$ cat src/rtl/dm_port_arbiter.sv
// Two-port round-robin arbiter in front of the 64-bit data memory.
// Zero-cycle grant, registered per-port read data with rvalid pulse.
module dm_port_arbiter #(
  parameter int DW        = 64,
  parameter int AW        = 64,
  parameter int MAX_BURST = 4
) (
  input  logic          clk,
  input  logic          rst_n,
  input  logic          req0,
  input  logic          req1,
  input  logic          we0,
  input  logic          we1,
  input  logic [AW-1:0] addr0,
  input  logic [AW-1:0] addr1,
  input  logic [DW-1:0] wdata0,
  input  logic [DW-1:0] wdata1,
  output logic          gnt0,
  output logic          gnt1,
  output logic [DW-1:0] rdata0,
  output logic [DW-1:0] rdata1,
  output logic          rvalid0,
  output logic          rvalid1,
  output logic [AW-1:0] dm_address,
  output logic [DW-1:0] dm_write_data,
  output logic          dm_mem_write,
  output logic          dm_mem_read,
  input  logic [DW-1:0] dm_read_data
);

  localparam int CW = $clog2(MAX_BURST + 1);
  localparam logic [CW-1:0] CMAX = CW'(MAX_BURST);

  typedef enum logic [1:0] {
    S_NONE = 2'd0,
    S_P0   = 2'd1,
    S_P1   = 2'd2
  } port_e;

  port_e          last_q, last_d;
  port_e          sel;
  logic [CW-1:0]  cnt_q, cnt_d;
  logic           prio_q, prio_d;
  logic [DW-1:0]  rdata0_q, rdata0_d;
  logic [DW-1:0]  rdata1_q, rdata1_d;
  logic           rvalid0_q, rvalid0_d;
  logic           rvalid1_q, rvalid1_d;
  logic           burst_hit;

  assign burst_hit = (cnt_q >= CMAX);

  always_comb begin
    sel = S_NONE;
    unique case (1'b1)
      (req0 && req1): begin
        unique case (last_q)
          S_P0:    sel = burst_hit ? S_P1 : S_P0;
          S_P1:    sel = burst_hit ? S_P0 : S_P1;
          default: sel = prio_q ? S_P1 : S_P0;
        endcase
      end
      (req0 && !req1): sel = S_P0;
      (!req0 && req1): sel = S_P1;
      default:         sel = S_NONE;
    endcase
  end

  assign gnt0 = (sel == S_P0) && rst_n;
  assign gnt1 = (sel == S_P1) && rst_n;

  always_comb begin
    dm_address    = '0;
    dm_write_data = '0;
    dm_mem_write  = 1'b0;
    dm_mem_read   = 1'b0;
    unique case (1'b1)
      gnt0: begin
        dm_address    = addr0;
        dm_write_data = wdata0;
        dm_mem_write  = we0;
        dm_mem_read   = ~we0;
      end
      gnt1: begin
        dm_address    = addr1;
        dm_write_data = wdata1;
        dm_mem_write  = we1;
        dm_mem_read   = ~we1;
      end
      default: ;
    endcase
  end

  always_comb begin
    last_d = sel;
    if (sel == S_NONE) begin
      cnt_d = '0;
    end else if (sel == last_q) begin
      cnt_d = burst_hit ? CMAX : cnt_q + CW'(1);
    end else begin
      cnt_d = CW'(1);
    end
    unique case (sel)
      S_P0:    prio_d = 1'b1;
      S_P1:    prio_d = 1'b0;
      default: prio_d = prio_q;
    endcase
  end

  always_comb begin
    rvalid0_d = gnt0 && !we0;
    rvalid1_d = gnt1 && !we1;
    rdata0_d  = rvalid0_d ? dm_read_data : rdata0_q;
    rdata1_d  = rvalid1_d ? dm_read_data : rdata1_q;
  end

  always_ff @(posedge clk or negedge rst_n) begin
    if (!rst_n) begin
      last_q    <= S_NONE;
      cnt_q     <= '0;
      prio_q    <= 1'b0;
      rdata0_q  <= '0;
      rdata1_q  <= '0;
      rvalid0_q <= 1'b0;
      rvalid1_q <= 1'b0;
    end else begin
      last_q    <= last_d;
      cnt_q     <= cnt_d;
      prio_q    <= prio_d;
      rdata0_q  <= rdata0_d;
      rdata1_q  <= rdata1_d;
      rvalid0_q <= rvalid0_d;
      rvalid1_q <= rvalid1_d;
    end
  end

  assign rdata0  = rdata0_q;
  assign rdata1  = rdata1_q;
  assign rvalid0 = rvalid0_q;
  assign rvalid1 = rvalid1_q;

endmodule
$ cat config.mk
export PLATFORM = sky130hd
export DESIGN_NAME = dm_port_arbiter
export DESIGN_NICKNAME = d
export VERILOG_FILES = /design/src/rtl/dm_port_arbiter.sv
export SDC_FILE = /design/constraint.sdc
export NUM_CORES = 1
export LEC_CHECK = 0
export BUFFER_PORTS_ARGS = -buffer_cell sky130_fd_sc_hd__buf_2
export CAP_MARGIN = 20
export CORE_AREA = 10 10 223 225
export CTS_CLUSTER_DIAMETER = 100
export DETAILED_ROUTE_END_ITERATION = 16
export DIE_AREA = 0 0 233 235
export SLEW_MARGIN = 20
export SYNTH_ARGS = -nofsm -noshare
export SYNTH_HDL_FRONTEND = slang
export SYNTH_SLANG_ARGS = --single-unit
export TNS_END_PERCENT = 10
$ cat constraint.sdc
create_clock -name clk -period 3.4 [get_ports clk]
set_input_delay 0.34 -clock clk [delete_from_list [all_inputs] [get_ports clk]]
set_output_delay 0.34 -clock clk [all_outputs]
set_load 0.02 [all_outputs]
==> results of run 1 <==
-- how the worst max path moves through the flow --
stage / startpoint / to / slack, ns / depth (start not counted)
after floorplan: last_q[0] / dm_address[0] / 0.49 / 10
after global placement: last_q[0] / dm_address[61] / 0.11 / 11
after detailed placement: last_q[0] / dm_address[61] / 0.03 / 11
after CTS: last_q[0] / dm_address[51] / -0.005 / 11
after global routing: last_q[0] / dm_write_data[44] / -0.01 / 10
final: last_q[0] / dm_write_data[14] / 0.11 / 10
-- cell families (layout without fill, tap and decap cells) --
family | count (synthesis) | after routing | synth area share [%]
adders and majority gates | 7 | 7 | 1.33
muxes | 6 | 6 | 0.929
and+or+nand+nor | 402 | 404 | 23.4
other | 0 | 6 | 0
DFF | 136 | 136 | 51.6
AOI/OAI and AO/OA | 136 | 136 | 17.9
buffers and inverters | 70 | 671 | 4.89
-- layout make-up --
| type | instances | area (µm²) | share of cell area (%) |
|---|---|---|---|
| diodes | 6 | 15.0 | 0.134 |
| well taps | 600 | 751 | 6.69 |
| clock buffers | 19 | 433 | 3.86 |
| clock inverters | 13 | 123 | 1.09 |
| inverters | 12 | 45.0 | 0.401 |
| multi-input cells | 553 | 2960 | 26.4 |
| flip-flops and latches | 136 | 3400 | 30.3 |
| repair buffers | 627 | 3490 | 31.1 |
-- synth_stat cells --
cell type / count / area, µm²
nand2_1: 386 / 1450
dfrtp_1: 136 / 3400
a22o_1: 129 / 1130
buf_2: 45 / 225
clkbuf_1: 12 / 45.0
inv_1: 9 / 33.8
ha_1: 7 / 87.6
mux2i_1: 5 / 50.1
inv_2: 3 / 11.3
nand2b_1: 3 / 18.8
and2_1: 2 / 12.5
nand3_1: 2 / 10.0
nor2_1: 2 / 7.51
nor4_1: 2 / 12.5
a21oi_1: 1 / 5.00
a2bb2oi_1: 1 / 8.76
a31o_2: 1 / 8.76
a31oi_1: 1 / 6.26
and3b_1: 1 / 8.76
buf_4: 1 / 7.51
mux2_2: 1 / 11.3
nand2b_2: 1 / 8.76
nor2b_1: 1 / 6.26
nor3_1: 1 / 5.00
nor3b_1: 1 / 7.51
o211ai_1: 1 / 7.51
o21ai_1: 1 / 5.00
o31a_1: 1 / 8.76
-- cell usage in the layout, fill, tap and decap left out, types with 2 or more instances in the layout --
cell	count
buf_2	572
nand2_1	386
dfrtp_1	135
a22o_1	128
buf_4	32
clkbuf_16	18
buf_6	9
inv_1	7
diode_2	6
inv_2	5
ha_1	5
buf_12	5
mux2i_1	3
and2_4	3
nand2b_2	3
clkinv_4	3
clkinvlp_4	3
clkinv_2	3
mux2i_2	2
nand3_1	2
nor4_1	2
nor2_1	2
ha_4	2
inv_6	2
clkbuf_1	2
buf_16	2
bufbuf_16	2
clkbuf_4	2
-- worst max-delay path, cell delays in order (launching register included) --
cell	delay, ns
dfrtp_1	0.40
buf_4	0.16
ha_1	0.23
mux2i_2	0.21
mux2i_1	0.12
o21ai_2	0.22
ha_1	0.20
and2_4	0.22
bufbuf_16	0.34
a22o_1	0.20
buf_2	0.19
-- registers in the layout, summed over array words and instances, names as in the netlist --
signal,count
rdata1,64
rdata0,64
rvalid0,1
rvalid1,1
last_q,2
prio_q,1
cnt_q,3
-- power by group --
part	total, mW	internal [mW]	switching [mW]	leakage (nW)
logic	3.59	1.24	2.36	4.59
registers	2.65	2.28	0.365	1.71
clock network	1.78	1.01	0.764	0.266
total	8.02	4.53	3.48	6.57
-- what timing repair did --
action                                 in CTS  in global routing
gates cloned                                5                  1
buffers inserted                            1                  4
setup endpoints to repair                 131                128
resized for setup                          23                 19
pin swaps                                   1                  1
endpoints found under the hold margin       3                  0
hold buffers                                1                  0
-- routing by layer --
| metal | track usage (%) | wire [µm] | vias to the layer above |
|---|---|---|---|
| li1 | - | - | 3709 |
| met1 | 14.6 | 14800 | 3925 |
| met2 | 30.4 | 25500 | 431 |
| met3 | 4.08 | 3310 | 74 |
| met4 | 7.44 | 1850 | 2 |
| met5 | 0 | 15 | - |
==> flow_summary.json, run 1 <==
{
  "cp-start-kind": "flip-flop",
  "postSynthAreaPerCell_um2": 8.72,
  "gp_congestion": 1.03,
  "die_x_um": 233,
  "cts_buffers": 17,
  "crit_path_end_kind": "output pin",
  "hp-start": "dm_read_data[55]",
  "whs_path_depth": 3,
  "status": "finished clean",
  "overflow": 0,
  "placedCellCount": 1916,
  "drive_gt1_share_pct": 49.9,
  "dpl.hpwl_um": 36200,
  "r2r_start": "last_q[0]",
  "routed_wl_um": 45500,
  "path_clk_slew_ns": 0.06,
  "max_slew_margin_pct": 42.5,
  "num-nets-final": 1680,
  "cp_max_fo": 19,
  "final_cell_area_um2": 11200,
  "num_rows": 78,
  "drtIter0Drc": 355,
  "htree_num_levels": 4,
  "hold_ws_ns": 0.106,
  "area_growth_pct": 70.0,
  "p_per_area_nw_per_um2": 714,
  "hold-path-endpoint": "rdata0[55]",
  "cts_num_sinks": 136,
  "criticalPathCategory": "flip-flop to output pin",
  "syn_inst": 757,
  "drtPass1Iterations": 5,
  "antenna_found_initial": 17,
  "slew_violations": 0,
  "syn_area_um2": 6600,
  "postLayoutCoreUtil_pct": 24.9,
  "ys_seq_area_share_pct": 51.6,
  "grt_max_degree": 68,
  "reg2reg_depth": 12,
  "initial_core_util_pct": 14.6,
  "worst_ep_required_time_ns": 3.06,
  "synth_warnings": 0,
  "cts_tree": "built",
  "crit_arrival_ns": 2.95,
  "placed_cell_area_um2": 10300,
  "n_fill_cell": 4916,
  "drc": 0,
  "skew_ns": 0.0110,
  "fin_ws_ns": 0.106,
  "hold_viol_final": 0,
  "port_buffers": 587,
  "avgRoutedWirePerCell_um": 23.2,
  "grt_pass1_vias": 8480,
  "clk_latency_ns": 0.44,
  "pre_cts_slack_ns": 0.0321,
  "viasPerCell": 4.14,
  "synth_seq_cells": 136,
  "hold_class": "input pin to flip-flop",
  "clk_path_buf_depth": 2,
  "drv_cap": 0,
  "min_period_over_period_pct": 96.9,
  "yosysUniqueCellTypes": 28,
  "die_height_um": 235,
  "vias": 8141,
  "peakVddDrop_mv": 0.370,
  "core_um2": 45100,
  "die_area_um2": 54800,
  "ant_nets": 0,
  "max_freq_ghz": 0.304,
  "instances_no_fill": 1966,
  "timing.setup.tns_ns": 0,
  "grt_pass1_wl_um": 62100,
  "syn-num-nets": 1090,
  "cts_root_buffer": "clkbuf_16",
  "grt_use_total_pct": 15.6,
  "tightest_slew_ns": 0.863,
  "critical_path.reg2reg.endpoint": "rdata1[7]",
  "pin_count": 588,
  "power_mw": 8.02,
  "p_leak_nw": 6.57,
  "setup_viol": 0,
  "min_period_ns": 3.29,
  "rrSetupSlack_ns": 0.66
}
Power figures use the tool's default switching activity.
==> inputs of run 2 (changes only) <==
Settings changed: RECOVER_POWER from default to 50.
==> run 2 against run 1 <==
Net effect:
- the flow now finishes with violations (capacitance limit, slew limit)
- register-to-register slack hardly changed
- final cell count stayed put
- design area is 1.5% lower
- global-route usage stayed put
- first-iteration DRC count is 2.8% lower
- clock skew is 0.0018 ns lower
- sequential cell count stayed put
- critical endpoint is now dm_write_data[44]
- highest routed layer unchanged
==> flow_summary.json, run 2 (synthesis gave the netlist of run 1 again) <==
{
  "status": "finished with violations",
  "violations": "capacitance limit, slew limit",
  "die_x_um": 233,
  "cp-start-kind": "flip-flop",
  "instances_no_fill": 1966,
  "cts_root_buffer": "clkbuf_16",
  "drc": 0,
  "r2r_start": "last_q[0]",
  "slew_violations": 32,
  "intPower_mw": 4.35,
  "crit_chain": "buf_4 -> ha_1 -> mux2i_2 -> mux2i_1 -> o21ai_2 -> ha_1 -> and2_4 -> bufbuf_16 -> a22o_1 -> buf_2",
  "critical_path.reg2reg.endpoint": "rdata1[7]",
  "postLayoutCoreUtil_pct": 24.5,
  "reg2reg_depth": 12,
  "cp-endpoint": "dm_write_data[44]",
  "power.share.combinational_pct": 43.4,
  "viasPerCell": 4.16,
  "power_frac_clock_pct": 22.7,
  "cp-startpoint": "last_q[0]",
  "die_height_um": 235,
  "cts_num_sinks": 136,
  "dpl.hpwl_um": 36200,
  "tightest_slew_ns": 1.73,
  "cts_buffers": 17,
  "drive_gt1_share_pct": 40.2,
  "rrSetupSlack_ns": 0.66,
  "cp_common_cell": "ha_1",
  "min_period_over_period_pct": 96.6,
  "path_buf_inv": 3,
  "p_per_area_nw_per_um2": 710,
  "num_rows": 78,
  "criticalPathCategory": "flip-flop to output pin",
  "clk_path_buf_depth": 2,
  "hold_class": "input pin to flip-flop",
  "cts_tree": "built",
  "min_period_ns": 3.29,
  "timing.setup.tns_ns": 0,
  "avgRoutedWirePerCell_um": 23.2,
  "htree_num_levels": 4,
  "crit_path_max_incr_delay_ns": 0.40,
  "initial_core_util_pct": 14.6,
  "mostFrequentLayoutCells": "buf_2, nand2_1, dfrtp_1",
  "grt_pass1_vias": 8480,
  "drv_cap": 1,
  "skew_ns": 0.00923,
  "fin_ws_ns": 0.115,
  "vias": 8183,
  "routed_wl_um": 45500,
  "pre_cts_slack_ns": 0.0321,
  "grt_max_degree": 68,
  "max_freq_ghz": 0.304,
  "max_slew_margin_pct": -15.0,
  "num-nets-final": 1680,
  "n_fill_cell": 4975,
  "hold_ws_ns": 0.107,
  "grt_pass1_wl_um": 62100,
  "crit_family": "buffers and inverters",
  "gp_congestion": 1.03,
  "drtIter0Drc": 345,
  "overflow": 0,
  "p_seq_share_pct": 33.9,
  "final_cell_area_um2": 11100,
  "slowest_stage": "dfrtp_1",
  "port_buffers": 587,
  "core_um2": 45100,
  "hold_viol_final": 0,
  "path_depth": 10,
  "grt_use_total_pct": 15.6,
  "ant_nets": 0,
  "p_sw_mw": 3.50,
  "antenna_found_initial": 17,
  "drtPass1Iterations": 5,
  "path_clk_slew_ns": 0.06,
  "placed_cell_area_um2": 10300,
  "pin_count": 588,
  "power_mw": 7.85,
  "p_leak_nw": 6.12,
  "cp_max_fo": 19,
  "area_growth_pct": 67.5,
  "setup_viol": 0,
  "worst_ep_required_time_ns": 3.06,
  "peakVddDrop_mv": 0.353,
  "crit_arrival_ns": 2.95,
  "die_area_um2": 54800,
  "clk_latency_ns": 0.43,
  "final_common_cell": "buf_2",
  "placedCellCount": 1916,
  "crit_path_end_kind": "output pin",
  "swShare_pct": 44.6
}
run 2: timing repair:
action	4_1_cts	5_1_grt
endpoints found under the setup margin	131	128
cloned	5	1
hold buffers	1	0
resized for setup	23	19
pin swaps	1	1
setup buffers	1	4
endpoints found under the hold margin	3	0
run 2: worst min-delay path by stage:
stage	from	endpoint	slack [ns]	cells past startpoint
floorplan	rst_n	cnt_q[0]	0.04	0
global placement	rst_n	cnt_q[2]	0.15	1
detailed placement	rst_n	cnt_q[0]	0.15	1
CTS	dm_read_data[38]	rdata0[38]	0.08	3
global route	dm_read_data[51]	rdata1[51]	0.09	3
finish	dm_read_data[55]	rdata0[55]	0.11	3
run 2: cell type report:
class / count / area [µm²] / area share [%]
clock inverters: 13 / 123 / 1.11
repair buffers: 627 / 3320 / 30.1
inverters: 12 / 45.0 / 0.407
multi-input cells: 553 / 2960 / 26.8
diodes: 6 / 15.0 / 0.136
flip-flops and latches: 136 / 3400 / 30.8
well taps: 600 / 751 / 6.79
clock buffers: 19 / 433 / 3.92
run 2: power groups by stage:
stage / clock [mW] / combinational (mW) / sequential [mW]
CTS: 1.83 / 3.62 / 2.65
global placement: 0 / 3.47 / 2.63
finish: 1.78 / 3.41 / 2.66
global route: 1.90 / 3.70 / 2.75
floorplan: 0 / 1.09 / 3.45
detailed placement: 0 / 3.52 / 2.65
run 2: worst reg2reg max path: stages, from the launching register on:
cell and delay, ns:
dfrtp_1 0.40, buf_4 0.16, ha_1 0.23, mux2i_2 0.21
mux2_4 0.21, a21oi_4 0.06, ha_1 0.20, and2_4 0.21
buf_16 0.17, nand2b_2 0.14, buf_4 0.44, nand2_1 0.16
nand2_1 0.09
run 2: metal layers:
metal  track usage (%)  wire length (µm)  vias up
li1                  -                 -     3709
met1              14.6             14700     3931
met2              30.4             25400      459
met3              4.08              3420       82
met4              7.44              1940        2
met5                 0                15        -
==> inputs of run 3 (changes only) <==
Settings changed: CORE_AREA 10 10 223 225 to 10 10 221 223, DIE_AREA 0 0 233 235 to 0 0 231 233.
Clock period 3.4 ns to 4.05 ns, I/O delays scaled along.
==> run 3 against run 2 <==
Net effect:
- the flow still finishes with violations (capacitance limit, slew limit)
- critical path depth up 1
- routed wire length fell by 4.2%
- design area fell by 4.0%
- register-to-register slack about the same
- combinational power decreased by 19%
- global-route usage down 0.50 points
- clock power down 14%
- critical endpoint is now dm_write_data[29]
- largest cell class unchanged
- largest power group unchanged
==> flow_summary.json, run 3 (synthesis gave the netlist of run 1 again) <==
{
  "power_frac_clock_pct": 23.4,
  "r2r_start": "last_q[0]",
  "routed_wl_um": 43600,
  "postLayoutCoreUtil_pct": 24.1,
  "intPower_mw": 3.64,
  "gp_congestion": 0.929,
  "criticalPathCategory": "flip-flop to output pin",
  "die_x_um": 231,
  "cts_num_sinks": 136,
  "hp-start": "dm_read_data[44]",
  "hold-path-endpoint": "rdata0[44]",
  "peakVddDrop_mv": 0.371,
  "grt_use_total_pct": 15.1,
  "grt_max_degree": 68,
  "status": "finished with violations",
  "max_freq_ghz": 0.259,
  "p_leak_nw": 5.94,
  "hold_viol_final": 0,
  "p_per_area_nw_per_um2": 615,
  "instances_no_fill": 1930,
  "final_common_cell": "buf_2",
  "cts_tree": "built",
  "vias": 7946,
  "htree_num_levels": 4,
  "placed_cell_area_um2": 10200,
  "max_slew_margin_pct": -25.7,
  "pin_count": 588,
  "setup_viol": 0,
  "drtIter0Drc": 457,
  "dpl.hpwl_um": 36700,
  "core_um2": 44100,
  "path_clk_slew_ns": 0.06,
  "swShare_pct": 44.3,
  "antenna_found_initial": 11,
  "drtPass1Iterations": 5,
  "viasPerCell": 4.12,
  "placedCellCount": 1895,
  "violations": "capacitance limit, slew limit",
  "mostFrequentLayoutCells": "buf_2, nand2_1, dfrtp_1",
  "clk_path_buf_depth": 2,
  "num-nets-final": 1657,
  "cp-startpoint": "last_q[0]",
  "tightest_slew_ns": 1.89,
  "reg2reg_depth": 12,
  "skew_ns": 0.0109,
  "grt_pass1_vias": 8172,
  "grt_pass1_wl_um": 59100,
  "cp_max_fo": 56,
  "cts_root_buffer": "clkbuf_16",
  "p_seq_share_pct": 34.4,
  "die_area_um2": 53800,
  "cp-start-kind": "flip-flop",
  "overflow": 0,
  "crit_arrival_ns": 3.46,
  "avgRoutedWirePerCell_um": 22.6,
  "hold_class": "input pin to flip-flop",
  "min_period_ns": 3.86,
  "whs_path_depth": 3,
  "area_growth_pct": 60.8,
  "crit_path_end_kind": "output pin",
  "die_height_um": 233,
  "drv_cap": 1,
  "cts_buffers": 17,
  "critical_path.reg2reg.endpoint": "rdata0[52]",
  "min_period_over_period_pct": 95.4,
  "num_rows": 77,
  "p_sw_mw": 2.89,
  "final_cell_area_um2": 10600,
  "rrSetupSlack_ns": 0.65,
  "timing.setup.tns_ns": 0,
  "drive_gt1_share_pct": 38.3,
  "clk_latency_ns": 0.44,
  "initial_core_util_pct": 15.0,
  "port_buffers": 587,
  "power.share.combinational_pct": 42.2,
  "drc": 0,
  "ant_nets": 0,
  "worst_ep_required_time_ns": 3.64,
  "slew_violations": 36
}
run 3: cell count changes in the layout (fill, tap and decap cells not counted), moves of 3 or more:
| cell | previous run | this run |
|---|---|---|
| buf_4 | 31 | 12 |
| inv_2 | 5 | 2 |
| diode_2 | 6 | 1 |
| buf_2 | 442 | 456 |
| buf_6 | 9 | 1 |
run 3: final cells by class:
cell class / instances / area (µm²)
Clock buffer: 22 / 454
Tap cell: 592 / 741
Clock inverter: 10 / 119
Fill cell: 4951 / 33500
Sequential cell: 136 / 3400
Inverter: 12 / 45.0
Timing Repair Buffer: 605 / 2950
Antenna cell: 1 / 2.50
Multi-Input combinational cell: 552 / 2900
run 3: power by group through the flow:
stage          clock network [mW]  registers (mW)  logic (mW)
2_1_floorplan                   0            2.90       0.919
3_3_place_gp                    0            2.22        2.94
3_5_place_dp                    0            2.23        2.97
4_1_cts                      1.58            2.23        2.97
5_1_grt                      1.63            2.31        3.01
6_report                     1.53            2.24        2.76
run 3: routing by layer:
layer | routed length (µm) | global-route usage (%) | vias to the layer above
li1 | - | - | 3645
met1 | 14100 | 13.7 | 3798
met2 | 24200 | 29.8 | 436
met3 | 4010 | 5.80 | 61
met4 | 1280 | 5.10 | 6
met5 | 44 | 0 | -
run 3: worst max path at each step:
stage	to	slack [ns]	depth (start not counted)
6_report	dm_write_data[29]	0.19	11
2_1_floorplan	dm_address[0]	1.08	10
4_1_cts	dm_write_data[29]	0.17	11
3_3_place_gp	dm_write_data[29]	0.72	11
5_1_grt	dm_write_data[29]	-0.002	11
3_5_place_dp	dm_write_data[29]	0.66	11
run 3: what timing repair did:
action,4_1_cts,5_1_grt
resized for setup,0,1
hold buffers,1,0
buffers inserted,0,0
setup endpoints to repair,0,2
endpoints found under the hold margin,35,0
run 3: through the flow:
step	hold slack [ns]	total power [mW]	worst slack [ns]
global route	0.156	6.95	-0.00241
floorplan	0.109	3.82	1.08
global placement	0.321	5.16	0.717
finish	0.175	6.53	0.187
detailed placement	0.324	5.20	0.656
CTS	0.142	6.78	0.172
run 3: worst max-delay path, cell delays in order (launching register included):
cell	delay, ns
dfrtp_1	0.40
inv_1	0.08
ha_1	0.35
inv_1	0.13
mux2_2	0.35
a21oi_2	0.20
clkinv_1	0.12
ha_1	0.27
and2_4	0.30
buf_12	0.23
a22o_1	0.32
buf_2	0.22
